## src/rtl/uart_pkg.sv

```systemverilog
// rtl/uart_pkg.sv - shared types and constants for the FIFO-draining UART transmitter
package uart_pkg;

   localparam int UART_DATA_BITS = 8;
   localparam int FRAME_CNT_W    = 16;

   typedef enum logic [2:0] {
      ST_IDLE,
      ST_REQ,
      ST_WAIT,
      ST_START,
      ST_DATA,
      ST_PARITY,
      ST_STOP
   } tx_state_e;

endpackage

```

## src/rtl/uart_bit_timer.sv

```systemverilog
// rtl/uart_bit_timer.sv - per-bit cycle counter flagging the last cycle of each bit period
module uart_bit_timer #(
   parameter int CLKS_PER_BIT = 16
) (
   input  logic clk,
   input  logic rst_l,
   input  logic restart,
   output logic bit_end
);

   localparam int CW = (CLKS_PER_BIT > 1) ? $clog2(CLKS_PER_BIT) : 1;
   localparam logic [CW-1:0] LAST = CW'(CLKS_PER_BIT - 1);

   logic [CW-1:0] cnt;

   // Count 0..CLKS_PER_BIT-1 continuously while a frame is on the line; held at 0 otherwise
   always_ff @(posedge clk) begin
      if (!rst_l || restart) begin
         cnt <= '0;
      end else if (cnt == LAST) begin
         cnt <= '0;
      end else begin
         cnt <= cnt + 1'b1;
      end
   end

   // Held-off while restarting so a stale count can never end a bit early
   assign bit_end = (cnt == LAST) && !restart;

endmodule

```

## src/rtl/fifo_uart_tx.sv

```systemverilog
// rtl/fifo_uart_tx.sv - pops bytes from the FIFO read side and serialises them as UART frames
module fifo_uart_tx
   import uart_pkg::*;
#(
   parameter int CLKS_PER_BIT = 16,
   parameter int PARITY_EN    = 0,
   parameter int PARITY_ODD   = 0,
   parameter int STOP_BITS    = 1
) (
   input  logic                   clk,
   input  logic                   rst_l,
   input  logic                   enable,
   input  logic                   fifo_empty,
   input  logic [7:0]             fifo_read_data,
   output logic                   fifo_read_en,
   output logic                   tx,
   output logic                   busy,
   output logic                   tx_done,
   output logic [FRAME_CNT_W-1:0] frame_count
);

   localparam logic [2:0] LAST_DATA = 3'(UART_DATA_BITS - 1);
   localparam logic [2:0] LAST_STOP = 3'(STOP_BITS - 1);

   tx_state_e                 state;
   tx_state_e                 state_nx;
   logic [UART_DATA_BITS-1:0] shift;
   logic                      parity;
   logic [2:0]                bit_cnt;
   logic                      bit_end;
   logic                      restart;
   logic                      last_data;
   logic                      last_stop;

   // The bit timer only runs once the byte is in hand, so START always gets a full period
   assign restart   = (state == ST_IDLE) || (state == ST_REQ) || (state == ST_WAIT);
   assign last_data = (bit_cnt == LAST_DATA);
   assign last_stop = (bit_cnt == LAST_STOP);

   uart_bit_timer #(
      .CLKS_PER_BIT (CLKS_PER_BIT)
   ) u_bit_timer (
      .clk     (clk),
      .rst_l   (rst_l),
      .restart (restart),
      .bit_end (bit_end)
   );

   // State register
   always_ff @(posedge clk) begin
      if (!rst_l) begin
         state <= ST_IDLE;
      end else begin
         state <= state_nx;
      end
   end

   // Next-state decode; every output is decoded from the state register so none can glitch on inputs
   always_comb begin
      state_nx     = state;
      tx           = 1'b1;
      fifo_read_en = 1'b0;
      busy         = 1'b1;
      tx_done      = 1'b0;
      case (state)
         ST_IDLE: begin
            busy = 1'b0;
            if (enable && !fifo_empty) begin
               state_nx = ST_REQ;
            end
         end
         ST_REQ: begin
            fifo_read_en = 1'b1;
            state_nx     = ST_WAIT;
         end
         ST_WAIT: begin
            state_nx = ST_START;
         end
         ST_START: begin
            tx = 1'b0;
            if (bit_end) begin
               state_nx = ST_DATA;
            end
         end
         ST_DATA: begin
            tx = shift[0];
            if (bit_end && last_data) begin
               state_nx = (PARITY_EN != 0) ? ST_PARITY : ST_STOP;
            end
         end
         ST_PARITY: begin
            tx = parity;
            if (bit_end) begin
               state_nx = ST_STOP;
            end
         end
         ST_STOP: begin
            if (bit_end && last_stop) begin
               tx_done  = 1'b1;
               state_nx = ST_IDLE;
            end
         end
         default: begin
            state_nx = ST_IDLE;
         end
      endcase
   end

   // Byte capture, LSB-first shifting, bit/stop counting and the completed-frame counter
   always_ff @(posedge clk) begin
      if (!rst_l) begin
         shift       <= '0;
         parity      <= 1'b0;
         bit_cnt     <= '0;
         frame_count <= '0;
      end else begin
         if (state == ST_WAIT) begin
            shift   <= fifo_read_data;
            parity  <= (^fifo_read_data) ^ (PARITY_ODD != 0);
            bit_cnt <= '0;
         end else if (bit_end) begin
            if (state == ST_DATA) begin
               shift   <= shift >> 1;
               bit_cnt <= last_data ? 3'd0 : bit_cnt + 3'd1;
            end else if (state == ST_STOP) begin
               bit_cnt <= last_stop ? 3'd0 : bit_cnt + 3'd1;
            end
         end
         if (tx_done) begin
            frame_count <= frame_count + 1'b1;
         end
      end
   end

endmodule

```

## config.mk

```make
export PLATFORM = sky130hd
export DESIGN_NAME = fifo_uart_tx
export DESIGN_NICKNAME = d
export VERILOG_FILES = /design/src/rtl/uart_pkg.sv /design/src/rtl/uart_bit_timer.sv /design/src/rtl/fifo_uart_tx.sv
export SDC_FILE = /design/constraint.sdc
export NUM_CORES = 1
export LEC_CHECK = 0
export CAP_MARGIN = 10
export CORE_ASPECT_RATIO = 1.1
export CORE_MARGIN = 4
export CORE_UTILIZATION = 47
export CTS_BUF_LIST = sky130_fd_sc_hd__clkbuf_16
export DETAILED_ROUTE_END_ITERATION = 10
export GPL_ROUTABILITY_DRIVEN = 0
export GPL_TIMING_DRIVEN = 0
export PLACE_DENSITY = 0.87
export SLEW_MARGIN = 0
export SYNTH_ARGS = -nofsm -noshare
export SYNTH_HDL_FRONTEND = slang
export SYNTH_SLANG_ARGS = --single-unit
```

## constraint.sdc

```tcl
create_clock -name clk -period 1.89 [get_ports clk]
set_input_delay 0.189 -clock clk [delete_from_list [all_inputs] [get_ports clk]]
set_output_delay 0.189 -clock clk [all_outputs]
set_load 0.005 [all_outputs]
```

==> impl_metrics.env <==
export IMPL_numCtsBuffers=5
export IMPL_chipWidth_um=66.3
export IMPL_synthesis_nets=230
export IMPL_timing_worst_slew_pin_value_ns=0.548
export IMPL_synth_xor_area_share=0.0647
export IMPL_async_reset_ff_frac=0
export IMPL_post_synth_mux_area_share=0.0171
export IMPL_dp_slack_ns=-0.182
export IMPL_ys_top_cells_by_area="sky130_fd_sc_hd__dfxtp_1 40%, sky130_fd_sc_hd__a21oi_1 5.7%, sky130_fd_sc_hd__xnor2_1 5.0%"
export IMPL_postRouteWirelength_um=4290
export IMPL_gr_total_overflow=0
export IMPL_synth_top_area_frac=0.398
export IMPL_synth_top_flop_cell="sky130_fd_sc_hd__dfxtp_1"
export IMPL_run_status="completed"
export IMPL_endpoint_class_of_the_critical_path="flop"
export IMPL_timing_critical_path_required_ns=2.09
export IMPL_antenna_found_initial=0
export IMPL_vias_in_the_first_global_route=1588
export IMPL_synthSimpleGateAreaFrac=0.272
export IMPL_crit_path_max_incr_delay_ns=0.60
export IMPL_tns_ns=0
export IMPL_cellInternalPower_uw=1330
export IMPL_gate_count_after_technology_mapping=213
export IMPL_place_hpwl_um=2900
export IMPL_cell_rows=23
export IMPL_cpLargestDelayFamily="simple AND/OR/NAND/NOR gates"
export IMPL_grt_start_max_net_pins=11
export IMPL_finalSetupViolCount=0
export IMPL_yosysSeqAreaShare=0.398
export IMPL_first_pass_grt_wire_length_um=6890
export IMPL_ff_latch_count_synth=35
export IMPL_post_synth_top_cells="35 x sky130_fd_sc_hd__dfxtp_1, 20 x sky130_fd_sc_hd__a21oi_1, 16 x sky130_fd_sc_hd__nand2_1, 16 x sky130_fd_sc_hd__nand3_1, 16 x sky130_fd_sc_hd__nor2_1"
export IMPL_critPathSlowestCell="sky130_fd_sc_hd__or4_4"
export IMPL_design_die_area_um2=4790
export IMPL_area_share_of_fa_ha_maj_cells_after_synthesis=0.0356
export IMPL_placed_cell_area_um2=2130
export IMPL_clock_tree_root_buffer_cell="sky130_fd_sc_hd__clkbuf_16"
export IMPL_clk_latency_ns=0.28
export IMPL_leakagePower_uw=0.000809
export IMPL_detailroute_via_count=1685
export IMPL_proportion_of_layout_cells_with_a_drive_suffix_above_1=0.107
export IMPL_share_of_the_synthesized_area_in_compound_gates_ao_oa_aoi_oai=0.176
export IMPL_viasPerCell=5.56
export IMPL_power_density_nw_per_um2=728
export IMPL_start_kind="flop"
export IMPL_cp_data_arrival_time_ns=2.05
export IMPL_cts_tree="built"
export IMPL_worstPathMaxFanout=10
export IMPL_initial_core_util=0.485
export IMPL_combinationalPowerShare=0.107
export IMPL_report_final_slew_viol_count=0
export IMPL_flow_area_growth_from_synthesis_pct=33.9
export IMPL_totalPowerFinal_uw=1710
export IMPL_first_pass_iters=4
export IMPL_worstPathCellList="nand2b_2 -> or4_4 -> buf_6 -> or3_1 -> a21oi_1"
export IMPL_crit_type="flop to flop"
export IMPL_design_portCount=32
export IMPL_synth_top_family_by_area="simple AND/OR/NAND/NOR gates"
export IMPL_dr_first_iter_drc_count=72
export IMPL_route_detailed_wl_per_inst_um=14.2
export IMPL_io_buffer_count=31
export IMPL_insertedDiodeCount=0
export IMPL_r2r_worst_path_cells=5
export IMPL_clock_transition_at_path_regs_ns=0.05
export IMPL_finalCritPeriodShare=0.979
export IMPL_fin_crit_ns=1.85
export IMPL_rsz0062_at_grt="true"
export IMPL_post_synth_top_count_cell="sky130_fd_sc_hd__dfxtp_1"
export IMPL_cts_path_max_buffers=2
export IMPL_slew_limit_headroom=0.633
export IMPL_part_of_the_power_in_the_clock_network=0.440
export IMPL_fmax_mhz=541
export IMPL_post_route_drc_count=0
export IMPL_synth_cell_types=37
export IMPL_synth_area_leader_cell="sky130_fd_sc_hd__dfxtp_1"
export IMPL_finish_instance_area_um2=2350
export IMPL_critical_path_buf_inv_count=1
export IMPL_die_height_um=72.2
export IMPL_synth_yosys_warnings=0
export IMPL_number_of_levels_the_h_tree_was_split_into=2
export IMPL_netlist_area_before_placement_um2=1760
export IMPL_synth_area_per_cell_um2=8.26
export IMPL_cts_hold_buffers=0
export IMPL_worstHoldPathType="flop to flop"
export IMPL_final_setup_worst_slack_ns=0.0404
export IMPL_detail_route_antenna_nets=0
export IMPL_timing_critical_path_depth=5
export IMPL_max_cap_violations=0
export IMPL_final_setup_skew_ns=0.00474
export IMPL_sw_frac_of_total=0.226
export IMPL_final_hold_viol_count=0
export IMPL_power_ir_vdd_worst_uv=507
export IMPL_nNetsFinal=269
export IMPL_worstHoldPathCells=1
export IMPL_share_seq_of_total_power=0.453
export IMPL_power_net_switching_uw=387
export IMPL_post_synth_edffs=0
export IMPL_global_route_usage_total=0.187
export IMPL_core_region_area_um2=3630
export IMPL_clock_sinks=35
layout by cell type (no fill, tap or decap), types with 4 or more instances in the layout:
cell type / n
sky130_fd_sc_hd__a21oi_1: 20
sky130_fd_sc_hd__a22oi_1: 5
sky130_fd_sc_hd__clkbuf_1: 6
sky130_fd_sc_hd__clkbuf_16: 5
sky130_fd_sc_hd__clkdlybuf4s50_1: 29
sky130_fd_sc_hd__dfxtp_1: 30
sky130_fd_sc_hd__dfxtp_2: 4
sky130_fd_sc_hd__inv_1: 5
sky130_fd_sc_hd__nand2_1: 16
sky130_fd_sc_hd__nand2b_1: 4
sky130_fd_sc_hd__nand3_1: 15
sky130_fd_sc_hd__nand4_1: 5
sky130_fd_sc_hd__nor2_1: 16
sky130_fd_sc_hd__nor3_1: 7
sky130_fd_sc_hd__o21a_1: 4
sky130_fd_sc_hd__o21ai_0: 11
sky130_fd_sc_hd__or3_1: 8
sky130_fd_sc_hd__xnor2_1: 10
routing by layer:
metal	wire (um)	vias up	GRT usage
li1	-	851	-
met1	1820	792	0.209
met2	2250	34	0.332
met3	142	8	0.0511
met4	77	0	0.0745
met5	0	-	0
area by class of cell:
cell class	instances	area [um2]
fill	306	1270
clock buffer	5	125
clock inverter	3	11.3
inverter	6	22.5
multi-input combinational	162	1050
timing repair buffer	32	319
buffer	10	57.6
sequential	35	709
tap	50	62.6
power groups by stage:
stage / Sequential [uW] / Clock [uW] / Combinational, uW
6_report: 776 / 754 / 184
5_1_grt: 778 / 802 / 203
4_1_cts: 774 / 770 / 178
3_5_place_dp: 787 / 0 / 171
3_3_place_gp: 787 / 0 / 168
2_1_floorplan: 784 / 0 / 106
what timing repair did:
item                                    CTS  global route
setup buffers                             1             0
endpoints found under the setup margin   17            11
cloned                                    0             0
resized for setup                        14            14
pin swaps                                 3             2
cell families (layout without fill, tap and decap cells):
family                   Yosys count  count (layout)
adder cells (fa/ha/maj)            5               5
AO/OA/AOI/OAI                     51              51
buffers and inverters             16              56
multiplexers                       3               3
flip-flops                        35              35
XOR/XNOR                          13              13
AND/OR/NAND/NOR                   90              90
flip-flops by register name, summed over array words and instances, names as in the netlist:
name and cells:
shift 8, parity 1, state 3, bit_cnt 3, frame_count 16, u_bit_timer.cnt 4
path summary, 6_finish.rpt:
kind                       from            endpoint  slack (ns)
min          u_bit_timer.cnt[0]  u_bit_timer.cnt[0]        0.44
min reg2reg  u_bit_timer.cnt[0]  u_bit_timer.cnt[0]        0.44
max reg2reg            state[0]      frame_count[5]        0.04
max                    state[0]      frame_count[5]        0.04
per-stage QoR:
stage	util	hold WS (ns)	instances
4_1_cts	0.638	0.442	303
2_1_floorplan	-	0.332	213
3_3_place_gp	0.588	0.432	294
3_5_place_dp	0.588	0.440	294
6_report	0.649	0.444	303
5_1_grt	0.649	0.461	303
(Power assumes the default switching activity.)
